<file path="src/rtl/run_mon_pkg.sv">
// Shared types and constants for the run-control monitor.
package run_mon_pkg;

  typedef enum logic [2:0] {
    StIdle,
    StRun,
    StSettle,
    StDone,
    StTimeout
  } run_mon_state_e;

  localparam logic [31:0] NOP_INSTR = 32'h0000_0013;

endpackage

</file>
<file path="src/rtl/sat_counter.sv">
// Width-parametrised counter with synchronous clear that sticks at all-ones instead of wrapping.
module sat_counter #(
  parameter int unsigned W = 32
) (
  input  logic         clk,
  input  logic         rst,
  input  logic         clr_i,
  input  logic         en_i,
  input  logic [W-1:0] inc_i,
  output logic [W-1:0] cnt_o
);

  logic [W-1:0] cnt_q, cnt_d;
  logic [W:0]   sum;

  always_comb begin
    sum   = {1'b0, cnt_q} + {1'b0, inc_i};
    cnt_d = cnt_q;
    if (clr_i) begin
      cnt_d = '0;
    end else if (en_i) begin
      cnt_d = sum[W] ? '1 : sum[W-1:0];
    end
  end

  always_ff @(posedge clk) begin
    if (rst) begin
      cnt_q <= '0;
    end else begin
      cnt_q <= cnt_d;
    end
  end

  assign cnt_o = cnt_q;

endmodule

</file>
<file path="src/rtl/run_monitor.sv">
// Run-control monitor: counts cycles/commits from start, waits for a settled drain or a timeout.
// Define RUN_MON_STALL_CNT_EN to build the ROB stall counter; otherwise stall_count is tied to 0.
module run_monitor
  import run_mon_pkg::*;
#(
  parameter int unsigned NUM_STAGES    = 3,
  parameter int unsigned COMMIT_WIDTH  = 1,
  parameter int unsigned ROB_CNT_W     = 6,
  parameter int unsigned CNT_W         = 32,
  parameter int unsigned SETTLE_CYCLES = 10
) (
  input  logic                    clk,
  input  logic                    rst,
  input  logic                    start,
  input  logic [NUM_STAGES-1:0]   stage_valid,
  input  logic [31:0]             fetch_instr,
  input  logic [ROB_CNT_W-1:0]    rob_count,
  input  logic [COMMIT_WIDTH-1:0] commit_valid,
  input  logic [CNT_W-1:0]        timeout_limit,
  output logic                    busy,
  output logic                    done,
  output logic                    timeout,
  output logic [CNT_W-1:0]        cycle_count,
  output logic [CNT_W-1:0]        retired_count,
  output logic [CNT_W-1:0]        drain_cycle,
  output logic [CNT_W-1:0]        stall_count
);

  localparam int unsigned SUM_W    = $clog2(COMMIT_WIDTH + 1);
  localparam int unsigned SETTLE_W = (SETTLE_CYCLES > 1) ? $clog2(SETTLE_CYCLES) : 1;
  localparam logic [SETTLE_W-1:0] SettleOne = 1;

  run_mon_state_e      state_q, state_d;
  logic [SETTLE_W-1:0] settle_q, settle_d;
  logic [CNT_W-1:0]    drain_q, drain_d;
  logic                busy_q, busy_d;
  logic                done_q, done_d;
  logic                tmo_q, tmo_d;

  logic             drain_ok;
  logic             active;
  logic             tmo_hit;
  logic             cnt_clr;
  logic [SUM_W-1:0] commit_sum;

  assign drain_ok = (fetch_instr == NOP_INSTR) && (stage_valid == '0) && (rob_count == '0);
  assign active   = (state_q == StRun) || (state_q == StSettle);
  assign tmo_hit  = active && (timeout_limit != '0) && (cycle_count == timeout_limit);
  assign cnt_clr  = start && !active;

  always_comb begin
    commit_sum = '0;
    for (int i = 0; i < COMMIT_WIDTH; i++) begin
      commit_sum = commit_sum + SUM_W'(commit_valid[i]);
    end
  end

  // The cycle counter holds on the timeout edge so it reports exactly the budget.
  sat_counter #(.W(CNT_W)) u_cycle_cnt (
    .clk   (clk),
    .rst   (rst),
    .clr_i (cnt_clr),
    .en_i  (active && !tmo_hit),
    .inc_i (CNT_W'(1)),
    .cnt_o (cycle_count)
  );

  sat_counter #(.W(CNT_W)) u_retired_cnt (
    .clk   (clk),
    .rst   (rst),
    .clr_i (cnt_clr),
    .en_i  (active),
    .inc_i (CNT_W'(commit_sum)),
    .cnt_o (retired_count)
  );

`ifdef RUN_MON_STALL_CNT_EN
  sat_counter #(.W(CNT_W)) u_stall_cnt (
    .clk   (clk),
    .rst   (rst),
    .clr_i (cnt_clr),
    .en_i  (active && (rob_count != '0) && (commit_valid == '0)),
    .inc_i (CNT_W'(1)),
    .cnt_o (stall_count)
  );
`else
  assign stall_count = '0;
`endif

  always_comb begin
    state_d  = state_q;
    settle_d = settle_q;
    drain_d  = drain_q;
    unique case (state_q)
      StIdle, StDone, StTimeout: begin
        if (start) begin
          state_d = StRun;
          drain_d = '0;
        end
      end
      StRun: begin
        if (tmo_hit) begin
          state_d = StTimeout;
        end else if (drain_ok) begin
          drain_d = cycle_count;
          if (SETTLE_CYCLES > 1) begin
            state_d  = StSettle;
            settle_d = SETTLE_W'(SETTLE_CYCLES - 1);
          end else begin
            state_d = StDone;
          end
        end
      end
      StSettle: begin
        if (tmo_hit) begin
          state_d = StTimeout;
        end else if (!drain_ok) begin
          state_d = StRun;
          drain_d = '0;
        end else begin
          settle_d = settle_q - SettleOne;
          if (settle_q == SettleOne) begin
            state_d = StDone;
          end
        end
      end
      default: state_d = StIdle;
    endcase
    busy_d = (state_d == StRun) || (state_d == StSettle);
    done_d = (state_d == StDone);
    tmo_d  = (state_d == StTimeout);
  end

  always_ff @(posedge clk) begin
    if (rst) begin
      state_q  <= StIdle;
      settle_q <= '0;
      drain_q  <= '0;
      busy_q   <= 1'b0;
      done_q   <= 1'b0;
      tmo_q    <= 1'b0;
    end else begin
      state_q  <= state_d;
      settle_q <= settle_d;
      drain_q  <= drain_d;
      busy_q   <= busy_d;
      done_q   <= done_d;
      tmo_q    <= tmo_d;
    end
  end

  assign busy        = busy_q;
  assign done        = done_q;
  assign timeout     = tmo_q;
  assign drain_cycle = drain_q;

endmodule

</file>
<file path="config.mk">
export PLATFORM = sky130hd
export DESIGN_NAME = run_monitor
export DESIGN_NICKNAME = d
export VERILOG_FILES = /design/src/rtl/run_mon_pkg.sv /design/src/rtl/sat_counter.sv /design/src/rtl/run_monitor.sv
export SDC_FILE = /design/constraint.sdc
export NUM_CORES = 1
export LEC_CHECK = 0
export ABC_AREA = 1
export BUFFER_PORTS_ARGS = -buffer_cell sky130_fd_sc_hd__buf_2
export CORE_MARGIN = 2
export CORE_UTILIZATION = 35
export DETAILED_ROUTE_END_ITERATION = 6
export GPL_ROUTABILITY_DRIVEN = 1
export SYNTH_ARGS = -nofsm -noshare
export SYNTH_HDL_FRONTEND = slang
export SYNTH_HIERARCHICAL = 1
export SYNTH_SLANG_ARGS = --single-unit
</file>
<file path="constraint.sdc">
create_clock -name clk -period 5.8 [get_ports clk]
set_clock_uncertainty 0.1 [all_clocks]
set_input_delay 1.16 -clock clk [delete_from_list [all_inputs] [get_ports clk]]
set_output_delay 1.16 -clock clk [all_outputs]
set_load 0.01 [all_outputs]
</file>
==> results <==
- The flow ran to the end, and the final reports show no timing, DRC or antenna violations.
- The wire length on met1 is 16,100 um.
- The proportion of power drawn by combinational gates is 0.358.
- The master of the slowest instance on the critical path is sky130_fd_sc_hd__nor2_2.
- The clock network latency to the later pin of the worst-skew pair is 0.36 ns.
- Signal routing reaches up to met4.
- Among all flip-flop cells after synthesis, the most frequent one is sky130_fd_sc_hd__dfxtp_1.
- The min-delay analysis places its worst path in the category reg2reg.
- The cell count after synthesis came out at 1,919.
- The total area inside the core boundary comes to 29,800 um2.
- The number of buffers on the longest clock path is 2.
- Pin placement for this block handled 208 I/O pins.
- After clock tree synthesis, the setup repair step added 0 buffers.
- The share of the cycle needed by the critical path after routing is 0.558.
- Setup total negative slack on the finished layout was measured at 0 ns.
- The number of cells on the worst hold path is 2.
- The count of distinct cell types in the synthesized netlist is 37.
- The height of the chip is 178 um.
- The fraction of final layout cells sized beyond drive strength 1 is 0.116.
- The fraction of power spent switching nets is 0.390.
- The relative max-transition margin is 0.271.
- The maximum vdd ir drop is 0.117 mV.
- The part of the power in registers is 0.365.
- The first TritonRoute pass finished after 5 iterations.
- The commonest cells after synthesis are sky130_fd_sc_hd__nand2_1, sky130_fd_sc_hd__nor2_1, sky130_fd_sc_hd__inv_1.
- The critical path goes through inv_2 > nand3_1 > nand2_2 > nor2_1 > nor2_2 > inv_1 > nor2_1 > o21ai_0 > inv_1.
- Summed over all nets, wire length on met3 after detailed routing comes to 1520 um.
- The number of antenna violations at the first check in global routing is 1.
- In this run the core area contains 63 standard-cell rows.
- OpenSTA, run right after detailed placement, puts the worst setup slack at 2.22 ns.
- Routability-driven placement finished with a final weighted congestion of 0.937.
- The number of synthesized flops with an enable pin is 0.
- The via count normalized by instance count is 4.59.
- The data required time of the critical path is 6.00 ns.
- After detailed placement, the design holds a cell count of 2,510.
- Setup repair after global routing left no endpoint under its margin.
- The synthesis-to-finish area growth is 14.7%.
- The number of nets in the final layout is 2,276.
- By instance count, the leading cell after synthesis is sky130_fd_sc_hd__nand2_1.
- The share of the yosys chip area belonging to registers is 0.199.
- Synthesis inferred 106 register bits.
- The kind of cell adding the most delay to the critical path is simple AND/OR/NAND/NOR gates.
- The count of buffering cells on the critical path with inverters included is 3.
- For the worst setup path, the data arrival time is 3.44 ns.
- The most area-hungry cell type in the Yosys netlist is sky130_fd_sc_hd__nand2_1.
- The critical path crosses 9 cells after its start point.
- At the pin with the least slew margin, the transition time is 1.09 ns.
- The clock tree from TritonCTS is done.
- Wire segments on met2 add up to 16,100 um in the final route.
- The number of max-cap violations is 0.
- After synthesis, the cell types taking the most area are sky130_fd_sc_hd__nand2_1, sky130_fd_sc_hd__dfxtp_1, sky130_fd_sc_hd__nor2_1, sky130_fd_sc_hd__inv_1, sky130_fd_sc_hd__ha_1.
- The largest net degree at the start of global routing is 69.
- The die covers 31,800 um2.
- The internal power summed over all cells is 1420 uW.
- The critical path endpoint category is a register.
- The net load switching power is 906 uW.
- The number of hold buffers added after CTS is 0.
- The standard cell area after detailed placement is 11,900 um2.
- Dividing the synthesized area by the synthesized cell count gives 5.54 um2.
- After clock tree synthesis, the clock-pin slew on the worst setup and hold paths is 0.08 ns.
- The tree is rooted in a sky130_fd_sc_hd__clkbuf_16.
- The HPWL reported at the end of detailed placement is 28,000 um.
- The total CTS buffers is 9.
- The count of H-tree levels built during CTS is 3.
- Detailed routing inserted a total of 11,586 vias.
- The longest individual stage delay on the worst path is 0.89 ns.
- The number of routed nets with antenna violations is 0.
- After clock tree synthesis, the repair step resized 0 gates.
- Summed over all layers, the global routing overflow is 0.
- The violation count after the first detailed-routing iteration is 712.
- The post-layout minimum cycle time is 3.24 ns.
- The number of global-route vias before repair is 10,326.
- Of the post-synthesis cell area, the dominant cell type holds 0.236.
- The tightest hold path in the finished design has a slack of 0.379 ns.
- The analysis attributes to cell leakage a power of 0.00717 uW.
- The launching element type of the critical path is a register.
- The Yosys step of the flow raised 6 warnings.
- The number of sinks on the clock net is 106.
- The fraction of power consumed by the clock network is 0.277.
- The count of final max-slew check failures came to 0.
- The starting utilization of the core area is 0.357.
- The area of all placed cells without fillers is 12,200 um2.
- For this run, design rule violations remaining after detail routing come to 0.
- The cell area power density is 190 nW/um2.
- The netlist area before placement is 10,600 um2.
- The final layout contains routed wiring with a total length of 34,500 um.
- Counting flops with an async set or reset pin after synthesis yields a share of 0.
- In the final routed layout, each cell accounts on average for 13.6 um.
- The maximum frequency from static timing analysis is 309 MHz.
- The final-report hold violation count came to 0.
- The first-pass GRT wire length is 52,900 um.
- In this run the tool buffered the top-level ports with 175 buffer cells.
- The number of standard cells in the final layout excluding fillers is 2,526.
- The critical path is of the reg2reg type.
- The setup violation total in the final timing report is 0.
- The total track usage is 0.212.
- For the worst flop-to-flop path, the logic depth is 9.
- The worst-case setup margin in the final layout is 2.56 ns.
- Along the worst path, the maximum fanout reaches 56.
- The chip width is 178 um.
==> layout make-up <==
cell class                 instances  area, um2
antenna                            1       2.50
clock buffer                      11        243
clock inverter                     4       51.3
fill                            3403      17600
inverter                         307       1150
multi-input combinational       1529       7250
sequential                       106       2120
tap                              390        488
timing repair buffer             178        898
==> routing by layer <==
layer / up-vias / GRT usage
li1: 6150 / -
met1: 5120 / 0.280
met2: 278 / 0.369
met3: 38 / 0.0162
met4: 0 / 0.0623
met5: - / 0
==> cell usage in the layout, fill, tap and decap left out, types with 6 or more instances in the layout <==
| cell | n |
|---|---|
| sky130_fd_sc_hd__buf_2 | 175 |
| sky130_fd_sc_hd__nand4_1 | 14 |
| sky130_fd_sc_hd__nand2_1 | 669 |
| sky130_fd_sc_hd__inv_1 | 281 |
| sky130_fd_sc_hd__nor3_1 | 16 |
| sky130_fd_sc_hd__ha_1 | 66 |
| sky130_fd_sc_hd__dfxtp_1 | 106 |
| sky130_fd_sc_hd__conb_1 | 97 |
| sky130_fd_sc_hd__o21ai_0 | 61 |
| sky130_fd_sc_hd__nand2_2 | 10 |
| sky130_fd_sc_hd__nand3_1 | 118 |
| sky130_fd_sc_hd__and2_1 | 12 |
| sky130_fd_sc_hd__clkbuf_16 | 9 |
| sky130_fd_sc_hd__xor2_1 | 28 |
| sky130_fd_sc_hd__nor2_2 | 9 |
| sky130_fd_sc_hd__inv_2 | 21 |
| sky130_fd_sc_hd__and3_1 | 6 |
| sky130_fd_sc_hd__nor2_1 | 286 |
| sky130_fd_sc_hd__xnor2_1 | 25 |
| sky130_fd_sc_hd__a21oi_1 | 72 |
| sky130_fd_sc_hd__a31oi_1 | 6 |
| sky130_fd_sc_hd__o21ai_1 | 8 |
==> through the flow <==
step | power (uW) | util
finish | 2320 | 0.410
global route | 2490 | 0.410
CTS | 2310 | 0.410
detailed placement | 1670 | 0.400
global placement | 1660 | 0.400
floorplan | 1460 | -
==> cell families after synthesis <==
logic type,synth area share
compound gates,0.0760
fa+ha+maj,0.0814
flops,0.199
other cells,0.000706
xor+xnor,0.0436
simple gates,0.446
buf+inv,0.153
==> flip-flops by register name, summed over array words and instances, names as in the netlist <==
name and flops:
busy 1, u_retired_cnt/cnt_o 32, timeout 1, drain_cycle 32
state_q 3, settle_q 4, u_cycle_cnt/cnt_o 32, done 1
==> power groups by stage <==
| stage | combinational [uW] | sequential, uW | clock, uW |
|---|---|---|---|
| 6_report | 833 | 848 | 643 |
| 4_1_cts | 804 | 849 | 661 |
| 3_3_place_gp | 799 | 865 | 0 |
| 3_5_place_dp | 802 | 866 | 0 |
| 5_1_grt | 947 | 856 | 687 |
| 2_1_floorplan | 596 | 863 | 0 |
==> path summary, 6_finish.rpt <==
kind	startpoint	to	slack, ns
worst max-delay path	state_q[0]	u_retired_cnt/cnt_o[2]	2.56
worst min-delay path	drain_cycle[27]	drain_cycle[27]	0.38
worst max register to register	state_q[0]	u_retired_cnt/cnt_o[2]	2.56
worst min register to register	drain_cycle[27]	drain_cycle[27]	0.38
==> tightest hold or removal path: cells and delay by family (launching register included) <==
family	cells	cell delay [ns]
compound gates	1	0.04
flops	1	0.33
simple gates	1	0.08
Power figures use the tool's default switching activity.
